$ cat src/rtl/gate_pkg.sv
// Shared types and constants for the noise-gate envelope controller.
// State encodings are visible on state_out, so their values are fixed.
package gate_pkg;

    localparam int Q15_W = 16;

    localparam logic [Q15_W-1:0] UNITY_Q15 = 16'd32767;

    typedef enum logic [2:0] {
        CLOSED  = 3'd0,
        ATTACK  = 3'd1,
        OPEN    = 3'd2,
        HOLD    = 3'd3,
        RELEASE = 3'd4
    } gate_state_e;

endpackage

$ cat src/rtl/gain_ramp_step.sv
// Saturating one-sample gain step, up toward unity or down toward the floor.
// The arithmetic is done in 17 bits so overflow and borrow are both visible.
module gain_ramp_step
    import gate_pkg::*;
(
    input  logic [Q15_W-1:0] gain_i,
    input  logic [Q15_W-1:0] step_i,
    input  logic             up_i,
    input  logic [Q15_W-1:0] floor_i,
    output logic [Q15_W-1:0] gain_o,
    output logic             at_unity_o,
    output logic             at_floor_o
);

    logic [Q15_W:0] sum;
    logic [Q15_W:0] diff;

    always_comb begin
        sum    = {1'b0, gain_i} + {1'b0, step_i};
        diff   = {1'b0, gain_i} - {1'b0, step_i};
        gain_o = floor_i;
        if (up_i) begin
            if (sum >= {1'b0, UNITY_Q15}) begin
                gain_o = UNITY_Q15;
            end else begin
                gain_o = sum[Q15_W-1:0];
            end
        end else if (!diff[Q15_W] && (diff >= {1'b0, floor_i})) begin
            gain_o = diff[Q15_W-1:0];
        end
        at_unity_o = (gain_o == UNITY_Q15);
        at_floor_o = (gain_o == floor_i);
    end

endmodule

$ cat src/rtl/gate_envelope_ctrl.sv
// Attack/hold/release gate controller: hysteretic FSM that ramps a Q1.15
// gain once per audio sample for the downstream gain multiplier.
module gate_envelope_ctrl
    import gate_pkg::*;
#(
    parameter int OPEN_THRESH_Q15  = 1200,
    parameter int CLOSE_THRESH_Q15 = 800,
    parameter int HOLD_SAMPLES     = 3,
    parameter int ATTACK_STEP      = 16384,
    parameter int RELEASE_STEP     = 8192,
    parameter int FLOOR_GAIN_Q15   = 0,
    parameter int CNT_W            = 16
) (
    input  logic             clk,
    input  logic             rst,
    input  logic             sample_valid,
    input  logic [Q15_W-1:0] rms_in,
    input  logic             bypass,
    output logic [Q15_W-1:0] gain_q15,
    output logic             gain_valid,
    output logic [2:0]       state_out,
    output logic             gate_open
);

    if ((CLOSE_THRESH_Q15 > OPEN_THRESH_Q15) || (OPEN_THRESH_Q15 > 65535) ||
        (CLOSE_THRESH_Q15 < 0) || (ATTACK_STEP <= 0) ||
        (ATTACK_STEP > 65535) || (RELEASE_STEP <= 0) ||
        (RELEASE_STEP > 65535) || (FLOOR_GAIN_Q15 < 0) ||
        (FLOOR_GAIN_Q15 >= 32767) || (HOLD_SAMPLES < 0) ||
        (CNT_W < 1) || (CNT_W > 30) ||
        (HOLD_SAMPLES >= (1 << CNT_W))) begin : g_bad_param
        $fatal(1, "gate_envelope_ctrl: illegal parameter combination");
    end

    localparam logic [Q15_W-1:0] OPEN_T   = Q15_W'(OPEN_THRESH_Q15);
    localparam logic [Q15_W-1:0] CLOSE_T  = Q15_W'(CLOSE_THRESH_Q15);
    localparam logic [Q15_W-1:0] ATK_STEP = Q15_W'(ATTACK_STEP);
    localparam logic [Q15_W-1:0] REL_STEP = Q15_W'(RELEASE_STEP);
    localparam logic [Q15_W-1:0] FLOOR    = Q15_W'(FLOOR_GAIN_Q15);
    localparam logic [CNT_W-1:0] HOLD_M1  =
        (HOLD_SAMPLES > 0) ? CNT_W'(HOLD_SAMPLES - 1) : '0;

    gate_state_e      state_q, state_d;
    logic [Q15_W-1:0] gain_q, gain_d;
    logic [CNT_W-1:0] cnt_q, cnt_d;
    logic             gain_valid_q, gain_valid_d;

    logic             hi, lo;
    logic [Q15_W-1:0] ramp_base, ramp_gain;
    logic             ramp_up, ramp_unity, ramp_floor;

    assign hi = (rms_in >= OPEN_T);
    assign lo = (rms_in < CLOSE_T);

    // One shared stepper: pick its start point and direction from the state.
    always_comb begin
        ramp_base = FLOOR;
        ramp_up   = hi;
        case (state_q)
            ATTACK: begin
                ramp_base = gain_q;
                ramp_up   = !lo;
            end
            RELEASE: ramp_base = gain_q;
            OPEN, HOLD: begin
                ramp_base = UNITY_Q15;
                ramp_up   = 1'b0;
            end
            default: ramp_base = FLOOR;
        endcase
    end

    gain_ramp_step u_ramp (
        .gain_i     (ramp_base),
        .step_i     (ramp_up ? ATK_STEP : REL_STEP),
        .up_i       (ramp_up),
        .floor_i    (FLOOR),
        .gain_o     (ramp_gain),
        .at_unity_o (ramp_unity),
        .at_floor_o (ramp_floor)
    );

    always_comb begin
        state_d      = state_q;
        gain_d       = gain_q;
        cnt_d        = cnt_q;
        gain_valid_d = sample_valid;
        if (sample_valid) begin
            case (state_q)
                CLOSED: begin
                    gain_d = FLOOR;
                    if (hi) begin
                        gain_d  = ramp_gain;
                        state_d = ramp_unity ? OPEN : ATTACK;
                    end
                end
                ATTACK: begin
                    gain_d = ramp_gain;
                    if (lo) begin
                        state_d = ramp_floor ? CLOSED : RELEASE;
                    end else if (ramp_unity) begin
                        state_d = OPEN;
                    end
                end
                OPEN: begin
                    gain_d = UNITY_Q15;
                    if (lo && (HOLD_SAMPLES == 0)) begin
                        gain_d  = ramp_gain;
                        state_d = ramp_floor ? CLOSED : RELEASE;
                    end else if (lo) begin
                        cnt_d   = HOLD_M1;
                        state_d = HOLD;
                    end
                end
                HOLD: begin
                    gain_d = UNITY_Q15;
                    if (hi) begin
                        state_d = OPEN;
                    end else if (cnt_q == '0) begin
                        gain_d  = ramp_gain;
                        state_d = ramp_floor ? CLOSED : RELEASE;
                    end else begin
                        cnt_d = cnt_q - CNT_W'(1);
                    end
                end
                RELEASE: begin
                    gain_d = ramp_gain;
                    if (hi) begin
                        state_d = ramp_unity ? OPEN : ATTACK;
                    end else if (ramp_floor) begin
                        state_d = CLOSED;
                    end
                end
                default: begin
                    state_d = CLOSED;
                    gain_d  = FLOOR;
                end
            endcase
        end
    end

    always_ff @(posedge clk) begin
        if (rst) begin
            state_q      <= CLOSED;
            gain_q       <= FLOOR;
            cnt_q        <= '0;
            gain_valid_q <= 1'b0;
        end else begin
            state_q      <= state_d;
            gain_q       <= gain_d;
            cnt_q        <= cnt_d;
            gain_valid_q <= gain_valid_d;
        end
    end

    assign gain_q15   = bypass ? UNITY_Q15 : gain_q;
    assign gain_valid = gain_valid_q;
    assign state_out  = state_q;
    assign gate_open  = (state_q == ATTACK) || (state_q == OPEN) ||
                        (state_q == HOLD);

endmodule

$ cat config.mk
export PLATFORM = sky130hd
export DESIGN_NAME = gate_envelope_ctrl
export DESIGN_NICKNAME = d
export VERILOG_FILES = /design/src/rtl/gate_pkg.sv /design/src/rtl/gain_ramp_step.sv /design/src/rtl/gate_envelope_ctrl.sv
export SDC_FILE = /design/constraint.sdc
export NUM_CORES = 1
export LEC_CHECK = 0
export CAP_MARGIN = 20
export CORE_MARGIN = 2
export CORE_UTILIZATION = 50
export CTS_BUF_LIST = sky130_fd_sc_hd__clkbuf_8
export DETAILED_ROUTE_END_ITERATION = 16
export DONT_BUFFER_PORTS = 1
export PLACE_DENSITY = 0.69
export SLEW_MARGIN = 20
export SYNTH_ARGS = -nofsm -noshare
export SYNTH_HDL_FRONTEND = slang
export SYNTH_HIERARCHICAL = 1
export SYNTH_SLANG_ARGS = --single-unit
$ cat constraint.sdc
create_clock -name clk -period 19.5 [get_ports clk]
set_input_delay 4.875 -clock clk [delete_from_list [all_inputs] [get_ports clk]]
set_output_delay 4.875 -clock clk [all_outputs]
set_load 0.02 [all_outputs]
==> metrics <==
ranking of synthesized cells by area=dfxtp_1, ha_1, a21oi_1, inv_1, nand2_1; Final Max Tran Viols=0; largest net degree at the start of global routing=24; Buf+Inv Stages, Crit Path=1; RSZ-0062 raised after global routing=no; Via density=6.12; Top-Level Pins=41; xor/xnor cell area share of the yosys netlist=0.0379; CP Launch Point=rms_in[13]; Synth Warn #=6; period utilisation layout=0.609; maximum vdd ir drop=0.0642 mV; Num CTS Buffers=5; CP endpoint kind=flop; Top cell by count, worst path=nand2_1; global-route wire length before repair=26.3 mm; Leak Pwr=2.49 nW; final setup fails=0; # diodes=0; reg2reg end=state_out[0]; DP Wirelength=13.3 mm; Setup Fix Bufs, Post-CTS=0; routability congestion estimate=0.969; R2R Path Start=state_out[0]; CP peak stage delay=0.56 ns; max cap viols=0; CTS tree=yes; Synth Area in Compound Gates=0.328; DRC=0; CTS Hold Buffers Added=0; Levels on crit path=29; vias=5681; status=finished, final reports clean; vias in the first global route=5034; clk slew on worst S/H paths=0.08 ns; CP Launch Type=input pin; ys flop type=dfxtp_1; Critical Path Sink=state_out[0]; row cnt=37; Mapped Area=5310 um^2; Power Density=146 nW/um^2; Crit Path Class=in2reg; Adder-Cell Fraction of Synth Area=0.125; Top delay family on crit path=compound AO/OA/AOI/OAI gates; die area=11500 um^2; Post-synth EDFFs=0; Fmax=0.0842 GHz; WHS Path Cells=2; critical path arrival=12.07 ns; Async SR Flop Fraction=0; CP max stage cell=a311oi_1; count of cell types in the netlist=85; post-route cell area=5750 um^2; post-synth top area share=0.136; port bufs=0; largest area contributor in the netlist=dfxtp_1; H-tree lvl count=2; clock sinks=36; Clock Tree Buf Depth=2; global route overflow=0; die height=107 um; CTS Root Cell=clkbuf_8; share of cells above drive strength 1=0.0731; drt first pass iters=5; Layout area overhead=8.17%; post-DR wirelength/cell=17.8 um; R2R Setup Slk=10.63 ns; nets=864; Routed WL=16.6 mm; Tmin final=11.88 ns; Synth Area per Inst=7.30 um^2; worst hold-check path type=reg2reg; ANT nets after route=0; setup TNS=0 ns; clock network latency to the later pin of the worst-skew pair=0.29 ns; Syn Inst Count=728; reg2reg path depth=26; overall die width=107 um; Rel. slew slack=0.293; All-Layer GR Usage=0.287; Fin Clk Skew=0.0135 ns; commonest cells in the netlist=a21oi_1, inv_1, ha_1, nand2_1, nor2_1; multiplexer share of the synthesized area=0.0231; CP required=19.69 ns; Yosys reg bits=36; Seq/Total Area, Yosys=0.136; final hold violation count=0; worst-margin pin slew=1.06 ns; effective utilization at floorplan=0.514; main combinational cell family by area after synthesis=compound AO/OA/AOI/OAI gates; core area=10300 um^2; post-synthesis simple-gate area fraction=0.268; top-count cell post-synth=a21oi_1; DR iter-0 viols=661; initial antenna violation count=0; Max Fanout on Critical Path=20; Cell Area, Placed=5650 um^2; cts repair resizes=0
per-layer routing:
layer / track usage / vias up / part of all wire
li1: - / 2752 / -
met1: 0.427 / 2661 / 0.48
met2: 0.450 / 254 / 0.44
met3: 0.0365 / 14 / 0.072
met4: 0.0353 / 0 / 0.0078
met5: 0 / - / 0
cell families after synthesis:
group                    Yosys count
flip-flops                        36
XOR/XNOR                          23
adder cells (fa/ha/maj)           52
multiplexers                      12
AO/OA/AOI/OAI                    242
buffers and inverters            100
AND/OR/NAND/NOR                  262
other                              1
area by class of cell:
cell class / count / area (um^2)
fill: 1035 / 4580
sequential: 36 / 721
clock inverter: 2 / 11.3
multi-input combinational: 686 / 4510
timing repair buffer: 3 / 22.5
inverter: 60 / 228
clock buffer: 6 / 82.6
tap: 136 / 170
power breakdown:
part           leakage, nW  internal, mW  switching, mW  total [mW]
combinational         2.15         0.240          0.435       0.676
clock               0.0486        0.0282         0.0275      0.0558
sequential           0.295        0.0873         0.0195       0.107
total                 2.49         0.356          0.483       0.838
cell usage in the layout, fill, tap and decap left out, types with 9 or more instances in the layout:
cell	instances
o21ai_0	24
and2_1	9
or2_2	22
inv_1	56
a21o_1	23
nor4_1	11
xnor2_1	21
mux2i_1	10
conb_1	95
nor2_1	46
ha_1	50
or4_1	14
a21oi_1	62
nor3_1	31
nand2_1	50
o31ai_1	13
nand3_1	16
o211ai_1	9
nor2b_1	15
nand4_1	14
dfxtp_1	36
a221o_1	16
flip-flops by register name, indices dropped and copies added, names as in the netlist:
signal	flops
state_out	3
gain_valid	1
cnt_q	16
gain_q	16
per-stage QoR:
step,cells,hold WS [ns],util,worst slack [ns],power (mW)
2_1_floorplan,822,0.441,-,9.03,0.608
3_3_place_gp,921,0.453,0.547,7.65,0.735
3_5_place_dp,921,0.464,0.547,7.51,0.748
4_1_cts,929,0.475,0.556,7.80,0.806
5_1_grt,929,0.488,0.557,7.15,0.902
6_report,929,0.473,0.557,7.62,0.838
worst min path at each step:
stage / start / to / slack (ns)
2_1_floorplan: cnt_q[9] / cnt_q[9] / 0.44
3_3_place_gp: cnt_q[9] / cnt_q[9] / 0.45
3_5_place_dp: cnt_q[9] / cnt_q[9] / 0.46
4_1_cts: cnt_q[9] / cnt_q[9] / 0.47
5_1_grt: cnt_q[9] / cnt_q[9] / 0.49
6_report: cnt_q[9] / cnt_q[9] / 0.47
tightest hold or removal path, delay by kind of cell, from the launching register on:
kind | cells | cell delay, ns
flip-flops | 1 | 0.32
multiplexers | 1 | 0.06
AND/OR/NAND/NOR | 1 | 0.05
(Power assumes the default switching activity.)
